**src/rtl/seq_alu_pipe.sv**
```systemverilog
// Pipelined ALU: eight operations including a running accumulator, with a
// valid/ready handshake and STAGES delay registers stalled globally on backpressure.
module seq_alu_pipe #(
  parameter int WIDTH  = 4,
  parameter int STAGES = 2
) (
  input  logic             clk,
  input  logic             rst,
  input  logic             in_valid,
  output logic             in_ready,
  input  logic [WIDTH-1:0] operand_a,
  input  logic [WIDTH-1:0] operand_b,
  input  logic [2:0]       op,
  input  logic             acc_clear,
  output logic             out_valid,
  input  logic             out_ready,
  output logic [WIDTH-1:0] result,
  output logic             carry,
  output logic             zero
);

  typedef enum logic [2:0] {
    OP_ADD = 3'd0,
    OP_SUB = 3'd1,
    OP_AND = 3'd2,
    OP_OR  = 3'd3,
    OP_XOR = 3'd4,
    OP_ACC = 3'd5,
    OP_MIN = 3'd6,
    OP_MAX = 3'd7
  } op_e;

  logic             advance;
  logic             accept;
  logic [WIDTH-1:0] acc;
  logic [WIDTH-1:0] acc_base;
  logic [WIDTH:0]   add_w;
  logic [WIDTH:0]   sub_w;
  logic [WIDTH:0]   acc_w;
  logic [WIDTH-1:0] calc_result;
  logic             calc_carry;

  logic             st_valid  [STAGES];
  logic [WIDTH-1:0] st_result [STAGES];
  logic             st_carry  [STAGES];
  logic             st_zero   [STAGES];

  assign advance  = !out_valid || out_ready;
  assign in_ready = advance;
  assign accept   = in_valid && advance;

  // A same-cycle clear is folded in ahead of the add, so ACC+clear yields a.
  assign acc_base = acc_clear ? '0 : acc;
  assign add_w    = {1'b0, operand_a} + {1'b0, operand_b};
  assign sub_w    = {1'b0, operand_a} - {1'b0, operand_b};
  assign acc_w    = {1'b0, acc_base} + {1'b0, operand_a};

  always_comb begin
    calc_result = '0;
    calc_carry  = 1'b0;
    case (op_e'(op))
      OP_ADD: {calc_carry, calc_result} = add_w;
      OP_SUB: {calc_carry, calc_result} = sub_w;
      OP_AND: calc_result = operand_a & operand_b;
      OP_OR:  calc_result = operand_a | operand_b;
      OP_XOR: calc_result = operand_a ^ operand_b;
      OP_ACC: {calc_carry, calc_result} = acc_w;
      OP_MIN: calc_result = (operand_a < operand_b) ? operand_a : operand_b;
      OP_MAX: calc_result = (operand_a > operand_b) ? operand_a : operand_b;
      default: begin
        calc_result = '0;
        calc_carry  = 1'b0;
      end
    endcase
  end

  always_ff @(posedge clk) begin
    if (rst) begin
      acc <= '0;
    end else if (accept && op_e'(op) == OP_ACC) begin
      acc <= acc_w[WIDTH-1:0];
    end else if (acc_clear) begin
      acc <= '0;
    end
  end

  always_ff @(posedge clk) begin
    if (rst) begin
      for (int unsigned i = 0; i < STAGES; i++) begin
        st_valid[i]  <= 1'b0;
        st_result[i] <= '0;
        st_carry[i]  <= 1'b0;
        st_zero[i]   <= 1'b0;
      end
    end else if (advance) begin
      st_valid[0]  <= accept;
      st_result[0] <= calc_result;
      st_carry[0]  <= calc_carry;
      st_zero[0]   <= (calc_result == '0);
      for (int unsigned i = 1; i < STAGES; i++) begin
        st_valid[i]  <= st_valid[i-1];
        st_result[i] <= st_result[i-1];
        st_carry[i]  <= st_carry[i-1];
        st_zero[i]   <= st_zero[i-1];
      end
    end
  end

  assign out_valid = st_valid[STAGES-1];
  assign result    = st_result[STAGES-1];
  assign carry     = st_carry[STAGES-1];
  assign zero      = st_zero[STAGES-1];

endmodule

```
**config.mk**
```make
export PLATFORM = sky130hd
export DESIGN_NAME = seq_alu_pipe
export DESIGN_NICKNAME = d
export VERILOG_FILES = /design/src/rtl/seq_alu_pipe.sv
export SDC_FILE = /design/constraint.sdc
export NUM_CORES = 1
export LEC_CHECK = 0
export ABC_AREA = 0
export ABC_CLOCK_PERIOD_IN_PS = 3000
export BUFFER_PORTS_ARGS = -buffer_cell sky130_fd_sc_hd__buf_2
export CORE_MARGIN = 1
export CORE_UTILIZATION = 40
export CTS_CLUSTER_SIZE = 14
export DETAILED_ROUTE_END_ITERATION = 7
export PLACE_DENSITY = 0.6
export SLEW_MARGIN = 40
export SYNTH_ARGS = -nofsm -noshare
export SYNTH_HDL_FRONTEND = slang
export SYNTH_SLANG_ARGS = --single-unit
```
**constraint.sdc**
```tcl
create_clock -name clk -period 3 [get_ports clk]
set_clock_uncertainty 0.05 [all_clocks]
set_input_delay 0.6 -clock clk [delete_from_list [all_inputs] [get_ports clk]]
set_output_delay 0.6 -clock clk [all_outputs]
set_load 0.02 [all_outputs]
```
==> results by group, run 1 <==
Run status
  – Outcome: completed

Clock tree
  – CTS max path bufs: 2
  – Post-cts hold buffer count: 0
  – Post-CTS Setup Inserts: 0
  – CTS tree: done
  – CTS Sinks: 18
  – # resized after CTS: 0
  – Max H-tree Level: 1
  – Reg clk slew, reported paths: 80 ps
  – Clock root buffer: clkbuf_8
  – Clk_lat worst skew: 250 ps
  – CTS buffer count: 3

Placement
  – Gpl congestion: between 0.8 and 0.9
  – Dpl ws: 140 ps
  – # port buffers: 23
  – Placed cells: 241
  – Detailed Place HPWL: 3050 um
  – Placed instance area: 1790 um2

Die
  – Die Ht: 66.3 um
  – IO Count: 24
  – Starting Density: between 40 and 50%
  – Die width: ~66 um
  – Rows: 22
  – Die area: 4390 um2
  – CORE AREA: 3800 um2

Cells and area
  – Core Util, Final: 48.6%
  – Post-route cell area: 1840 um2
  – Fin cells: roughly 250
  – Area Growth Syn to Fin: 11.7%
  – # nets final: approximately 230
  – Diodes inserted: 0
  – Share of layout cells above drive strength 1: 21.8%

Pwr
  – PD cells: 380 nW/um2
  – Clock power frac: roughly 28%
  – Peak supply drop: 0.177 mV
  – Lkg Pwr: 0.853 nW
  – Seq pwr share: 41.5%
  – Switch share: 30.1%
  – Comb power frac: 30.0%
  – NetSw: 0.211 mW
  – Internal: about 0.49 mW

Synthesis
  – Synth Net Count: 212
  – Top_reg_cell synth: edfxtp_1
  – #FFs+latches synth: 18
  – Synthesized cell area: about 1700 um2
  – Synth top area share: about 25%
  – Warnings, synthesis: 0
  – Synth async-reset ratio: 0%
  – Mapped Cells: 176
  – Top cell type by total area after synthesis: edfxtp_1
  – Largest cells by area after synthesis: edfxtp_1 25%, ha_1 13%, dfxtp_1 4.8%, and2_1 4.2%, a21oi_1 3.9%
  – Mapped Avg Cell Area: 9.38 um2
  – Sequential cell area fraction in the yosys report: 30.3%
  – Unique masters post-synth: between 40 and 50
  – Number of flops mapped to enable cells by yosys: 14
  – List of most frequent post-synthesis cells: 17 x ha_1, 17 x nor2_1, 14 x edfxtp_1

Timing
  – Final slew viol count: 0
  – Slew HR: 68.6%
  – RSZ-0062 raised after global routing: no
  – Final Hold Vio Count: 0
  – Total negative slack: 0 ps
  – Minimum clock period: 2610 ps
  – Final Setup Violations: 0
  – Fin crit share: between 80% and 90%
  – Max Freq: 0.383 GHz
  – Final worst slack: 388 ps
  – Slew @ Worst Pin: 467 ps

Global route
  – First-pass GRT wire length: 5950 um
  – Vias in the first global route: around 1300
  – Grt total ovfl: 0
  – Global Route Usage Sum: between 10% and 20%
  – Largest net degree at the start of global routing: 21
  – Initial antenna violation count: 0

Critical path
  – Cell Chain, Critical Path: buf_2 -> inv_1 -> ha_1 -> nor2_2 -> a221oi_4 -> buf_4 -> o21ai_0 -> o311a_1 -> o31ai_1 -> nor4_2
  – Slowest stage delay, CP: 460 ps
  – Slowest-stage cell, CP: ha_1
  – Worst Setup Start Kind: input port
  – Setup Crit Path Kind: input port to register
  – Crit end category: register
  – Arrival @ worst endpoint: 2550 ps
  – Required time of the critical path: 2940 ps
  – Worst-path maximum fanout: 8
  – Crit-path leading delay family: compound AO/OA/AOI/OAI gates
  – Buffers & Inverters on Critical Path: 3

Routing
  – Via count: approximately 1300
  – WL/cell: roughly 15 um
  – WL final: 3700 um
  – TritonRoute pass-1 iters: 4
  – Detail Route Antenna Nets: 0
  – Via density: 5.43
  – Initial drt markers: 97
  – # DRC: 0

Hold path
  – Worst Hold Class: register to register

Job
  – Max-cap violations: 0
-- worst paths after layout --
kind / start / end / slack [ps] / cells past startpoint
setup reg to reg: acc[1] / st_zero[0][0] / 590 / 8
setup / recovery: operand_a[2] / st_zero[0][0] / 390 / 10
hold / removal: st_result[0][1] / st_result[0][5] / 480 / 1
hold reg to reg: st_result[0][1] / st_result[0][5] / 480 / 1
-- kinds of logic after synthesis --
group	after synthesis	share of synthesized area (%)
and+or+nand+nor	57	18.9
AOI/OAI and AO/OA	44	19.9
xor gates and xnor gates	6	3.18
buffers and inverters	26	8.18
adders and majority gates	20	16.5
DFF	18	30.3
muxes	5	3.03
-- final cells by class --
type                       instances  area (um2)
multi-input combinational        132        1020
inverter                          14        52.6
timing repair buffer              29         160
fill                             381        1950
sequential                        18         500
tap                               48        60.1
clock buffer                       4        55.1
-- per-stage QoR --
stage	power [mW]	hold WS, ps
finish	0.700	476
global route	0.731	491
CTS	0.702	480
detailed placement	0.506	462
global placement	0.504	448
floorplan	0.453	447
-- routing by layer --
| layer | GRT usage, % | vias to the layer above | routed length (um) |
|---|---|---|---|
| met5 | 0 | - | 0 |
| met4 | 6.38 | 0 | 102 |
| met1 | 21.4 | 632 | 1680 |
| met2 | 32.4 | 28 | 1820 |
| li1 | - | 664 | - |
| met3 | 2.41 | 7 | 102 |
-- layout by cell type, fill, tap and decap left out, drive strengths merged, types with 2 or more instances in the layout --
cell type	count
o221ai	2
dfxtp	4
nand2b	2
a21o	2
o211ai	2
edfxtp	14
xor2	3
a21oi	13
nand2	8
fa	3
nor4	3
xnor2	3
and2	11
clkbuf	4
nor3b	2
inv	14
mux2i	5
nor2	18
nor3	3
a211oi	2
nor2b	7
nand3	2
o21ai	8
buf	29
ha	17
o311a	2
-- sequential cells by signal, indices dropped and copies added, names as in the netlist --
| name | count |
|---|---|
| st_carry | 2 |
| st_zero | 2 |
| st_result | 8 |
| st_valid | 2 |
| acc | 4 |
-- power groups by stage --
stage / sequential (mW) / combinational (mW) / clock (mW)
6_report: 0.291 / 0.210 / 0.199
5_1_grt: 0.293 / 0.230 / 0.208
4_1_cts: 0.291 / 0.210 / 0.200
3_5_place_dp: 0.297 / 0.209 / 0
3_3_place_gp: 0.296 / 0.207 / 0
2_1_floorplan: 0.299 / 0.154 / 0
(Power assumes the default switching activity.)
==> inputs of run 2 (changes only) <==
- ABC_CLOCK_PERIOD_IN_PS: 3000 -> 2970
- clock period: 3 -> 2.97 ns (I/O delays scaled with it)
==> run 2 against run 1 <==
Core utilization decreased by 0.26 points. First-iteration DRC count decreased by 27%. Register-to-register slack gained 90 ps. Via count shrank 2.0%. Sequential power about the same. Combinational power about the same. Sequential cell count unchanged. Non-clock buffer count unchanged. Final cell count unchanged. Cell area decreased by 0.54%. Power decreased by 4.2%. Critical endpoint unchanged. Setup slack got worse by 140 ps.
==> results by group, run 2 (synthesis results as in run 1) <==
Global route
  – First-pass GRT wire length: ~6000 um
  – Global Route Usage Sum: 18.1%
  – Vias in the first global route: 1325
  – Grt total ovfl: 0
  – Initial antenna violation count: 0
  – Largest net degree at the start of global routing: 21

Routing
  – Via count: 1304
  – # DRC: 0
  – WL/cell: 14.4 um
  – Via density: around 5.3
  – WL final: 3520 um
  – Initial drt markers: 71
  – Detail Route Antenna Nets: 0
  – TritonRoute pass-1 iters: 4

Clock tree
  – CTS Sinks: 18
  – CTS max path bufs: 2
  – Reg clk slew, reported paths: 60 ps
  – CTS buffer count: 3
  – CTS tree: done
  – Post-CTS Setup Inserts: 0
  – # resized after CTS: 0
  – Clock root buffer: clkbuf_8
  – Max H-tree Level: 1
  – Post-cts hold buffer count: 0
  – Clk_lat worst skew: 240 ps

Cells and area
  – Diodes inserted: 0
  – # nets final: around 230
  – Share of layout cells above drive strength 1: between 20% and 30%
  – Largest register FFs: 8
  – # fillers: 367
  – Most frequent cells in the layout: 23 x buf_2, 17 x nor2_1, 17 x ha_1
  – Most common cell after layout, fill and taps aside: buf_2
  – Most flop-heavy register: st_result
  – Post-route cell area: 1830 um2
  – Core Util, Final: 48.3%
  – Top flop regs: st_result x8, acc x4
  – Area Growth Syn to Fin: 11.1%

Critical path
  – Crit end category: register
  – Worst-path maximum fanout: 12
  – Setup crit start: operand_a[2]
  – Required time of the critical path: 2910 ps
  – Worst Setup Start Kind: input port
  – Cell Chain, Critical Path: buf_2 -> inv_1 -> ha_1 -> nor2_2 -> a221oi_4 -> o21ai_0 -> o311a_1 -> o31ai_1 -> nor4_2
  – RR Startpoint: acc[1]
  – Arrival @ worst endpoint: 2660 ps
  – Slowest-stage cell, CP: a221oi_4
  – Setup Crit Path Kind: input port to register
  – Slowest stage delay, CP: 530 ps

Timing
  – Final slew viol count: 0
  – Total negative slack: 0 ps
  – Slew HR: 61.9%
  – RSZ-0062 raised after global routing: no
  – Final Setup Violations: 0
  – Final Hold Vio Count: 0
  – Minimum clock period: 2720 ps
  – Fin crit share: 91.7%
  – Max Freq: 0.367 GHz
  – Slew @ Worst Pin: 571 ps

Job
  – Max-cap violations: 0

Run status
  – Outcome: completed

Die
  – Die area: approximately 4400 um2
  – Die Ht: 66.3 um
  – IO Count: 24
  – Rows: 22
  – CORE AREA: 3800 um2
  – Die width: roughly 66 um
  – Starting Density: 43.5%

Placement
  – Detailed Place HPWL: 2850 um
  – # port buffers: 23
  – Gpl congestion: 0.867
  – Placed instance area: 1790 um2

Pwr
  – Lkg Pwr: ~0.85 nW
  – PD cells: approximately 370 nW/um2
  – Peak supply drop: 0.187 mV

Hold path
  – Worst Hold Class: register to register
  – Min-delay src: st_result[0][1]
run 2: cell counts in the layout (fill, tap and decap cells not counted):
Identical to the previous run, type by type.
run 2: through the flow:
step	hold slack (ps)	worst slack [ps]	total power, mW	std cells
after floorplan	447	457	0.458	176
after global placement	449	143	0.503	241
after detailed placement	463	0.235	0.507	241
after CTS	481	272	0.678	245
after global routing	497	78.6	0.708	245
final	475	246	0.671	245
run 2: worst paths after layout:
kind | to | slack [ps] | depth (start not counted)
worst max-delay path | st_zero[0][0] | 250 | 9
worst min register to register | st_result[0][5] | 470 | 1
worst min-delay path | st_result[0][5] | 470 | 1
worst max register to register | st_result[0][3] | 680 | 8
run 2: power breakdown:
part	total, mW	leakage [nW]	internal [mW]	switching, mW
sequential	0.294	0.198	0.290	0.00342
clock	0.168	0.0228	0.0950	0.0734
combinational	0.209	0.626	0.0844	0.124
total	0.671	0.847	0.470	0.201
run 2: worst max-delay path, delay by kind of cell:
family	cells	cell delay [ps]
compound gates	4	1220
buf+inv	2	210
simple gates	2	170
fa+ha+maj	1	450
run 2: layout make-up:
class | instances | area (um2) | share of cell area [%]
clock buffers | 4 | 45.0 | 2.46
inverters | 14 | 52.6 | 2.86
multi-input cells | 132 | 1020 | 55.4
flip-flops and latches | 18 | 500 | 27.3
well taps | 48 | 60.1 | 3.27
repair buffers | 29 | 160 | 8.73
run 2: per-layer routing:
layer / up-vias / GRT usage [%] / routed length [um]
li1: 660 / - / -
met1: 599 / 22.3 / 1580
met2: 39 / 32.4 / 1720
met3: 6 / 1.72 / 144
met4: 0 / 6.65 / 74
met5: - / 0 / 0
==> inputs of run 3 (changes only) <==
- ABC_CLOCK_PERIOD_IN_PS: 2970 -> 3300
- clock period: 2.97 -> 3.3 ns (I/O delays scaled with it)
==> run 3 against run 2 <==
First-iteration DRC count rose by 24%. Combinational power decreased by 10%. Final cell count down 1.2%. Global-route usage is 0.25 points higher. Routed wire length is 5.0% higher. Core utilization shrank 0.59 points. Sequential share of layout area increased by 0.34 points. Non-clock buffer count down 3. Setup slack improved by 360 ps. Clock-buffer cell count unchanged. Hold slack got worse by 1.6 ps. Critical path type unchanged. Highest routed layer unchanged.
==> results by group, run 3 (synthesis results as in run 1) <==
Routing
  – TritonRoute pass-1 iters: 4
  – Detail Route Antenna Nets: 0
  – Via count: ~1300
  – # DRC: 0
  – WL final: roughly 3700 um
  – WL/cell: 15.3 um
  – Initial drt markers: 88
  – Via density: 5.54

Pwr
  – Power consumption: 0.608 mW
  – Internal: 0.421 mW
  – Peak supply drop: 0.116 mV
  – Seq pwr share: 43.5%
  – NetSw: roughly 0.19 mW
  – Switch share: 30.7%
  – Lkg Pwr: 0.832 nW
  – Clock power frac: 25.6%
  – PD cells: 336 nW/um2
  – Comb power frac: 30.9%

Critical path
  – Slowest stage delay, CP: approximately 460 ps
  – Crit end category: register
  – Arrival @ worst endpoint: ~2700 ps
  – Worst Setup Start Kind: input port
  – Required time of the critical path: roughly 3300 ps
  – R2R Setup Slk: 920 ps
  – Cell repeated most along the worst path: inv_1
  – Cell Chain, Critical Path: buf_2 -> inv_1 -> ha_1 -> inv_1 -> a21oi_1 -> xnor2_1 -> o221ai_1 -> o32a_1 -> nor4_2
  – Crit-path leading delay family: compound AO/OA/AOI/OAI gates
  – Slowest-stage cell, CP: ha_1
  – Buffers & Inverters on Critical Path: 3
  – Worst-path maximum fanout: 6
  – Setup Crit Path Kind: input port to register

Global route
  – First-pass GRT wire length: roughly 6000 um
  – Global Route Usage Sum: 18.4%
  – Largest net degree at the start of global routing: 21
  – Vias in the first global route: 1297
  – Grt total ovfl: 0
  – Initial antenna violation count: 0

Timing
  – Worst hold slack: 473 ps
  – Final slew viol count: 0
  – Fin crit share: 81.6%
  – Minimum clock period: 2690 ps
  – Total negative slack: 0 ps
  – Final Hold Vio Count: 0
  – Final worst slack: 607 ps
  – Slew @ Worst Pin: 395 ps
  – Slew HR: between 70 and 80%
  – Final Setup Violations: 0
  – Max Freq: ~0.37 GHz
  – RSZ-0062 raised after global routing: no

Placement
  – Dpl ws: 369 ps
  – Placed cells: 238
  – Placed instance area: between 1500 and 2000 um2
  – Gpl congestion: 0.868
  – # port buffers: 23
  – Detailed Place HPWL: 2980 um

Cells and area
  – # fillers: 377
  – Fin cells: 242
  – Share of layout cells above drive strength 1: roughly a fifth
  – Sequential cell area: 500 um2
  – Core Util, Final: 47.7%
  – Post-route cell area: 1810 um2
  – Area Growth Syn to Fin: 9.70%
  – Most flop-heavy register: st_result
  – Most frequent cells in the layout: 23 x buf_2, 17 x nor2_1, 17 x ha_1
  – # nets final: 231
  – Top flop regs: st_result x8, acc x4
  – Multi-input logic area: 1020 um2
  – Most common cell after layout, fill and taps aside: buf_2
  – Largest register FFs: 8
  – Diodes inserted: 0

Job
  – Max-cap violations: 0

Die
  – CORE AREA: ~3800 um2
  – Die Ht: roughly 66 um
  – IO Count: 24
  – Die width: about 66 um
  – Die area: ~4400 um2
  – Rows: 22
  – Starting Density: 43.5%

Clock tree
  – CTS max path bufs: 2
  – CTS tree: done
  – # resized after CTS: 0
  – CTS Sinks: 18
  – Clk_lat worst skew: 250 ps
  – Clock root buffer: clkbuf_8
  – Reg clk slew, reported paths: roughly 60 ps
  – Max H-tree Level: 1
  – Post-CTS Setup Inserts: 0
  – Post-cts hold buffer count: 0
  – CTS buffer count: 3

Hold path
  – Worst Hold Class: register to register

Run status
  – Outcome: completed
## run 3: cell count changes in the layout (fill, tap and decap cells not counted), sizes merged
cell and delta:
buf -3
## run 3: power by group through the flow
| stage | sequential, mW | clock [mW] | combinational, mW |
|---|---|---|---|
| finish | 0.265 | 0.156 | 0.188 |
| global placement | 0.269 | 0 | 0.185 |
| CTS | 0.265 | 0.160 | 0.187 |
| global route | 0.267 | 0.164 | 0.207 |
| detailed placement | 0.270 | 0 | 0.186 |
| floorplan | 0.272 | 0 | 0.140 |
## run 3: final timing paths
kind / cells past startpoint / end / start
worst min register to register: 1 / st_zero[0][1] / st_zero[0][0]
worst max register to register: 8 / st_zero[0][0] / acc[1]
worst min-delay path: 1 / st_zero[0][1] / st_zero[0][0]
worst max-delay path: 9 / st_zero[0][0] / operand_a[2]
## run 3: cell type report
| cell class | count | share of cell area, % |
|---|---|---|
| Clock buffer | 4 | 2.49 |
| Multi-Input combinational cell | 132 | 56.1 |
| Tap cell | 48 | 3.31 |
| Timing Repair Buffer | 26 | 7.60 |
| Inverter | 14 | 2.90 |
| Sequential cell | 18 | 27.6 |
## run 3: metal layers
layer  part of all wire, %  GRT usage, %  wire, um  up-vias
li1                      -             -         -      660
met1                    44          21.9      1610      622
met2                    48          31.8      1760       45
met3                   4.4          2.07       161       14
met4                   4.5          10.1       165        0
met5                     0             0         0        -
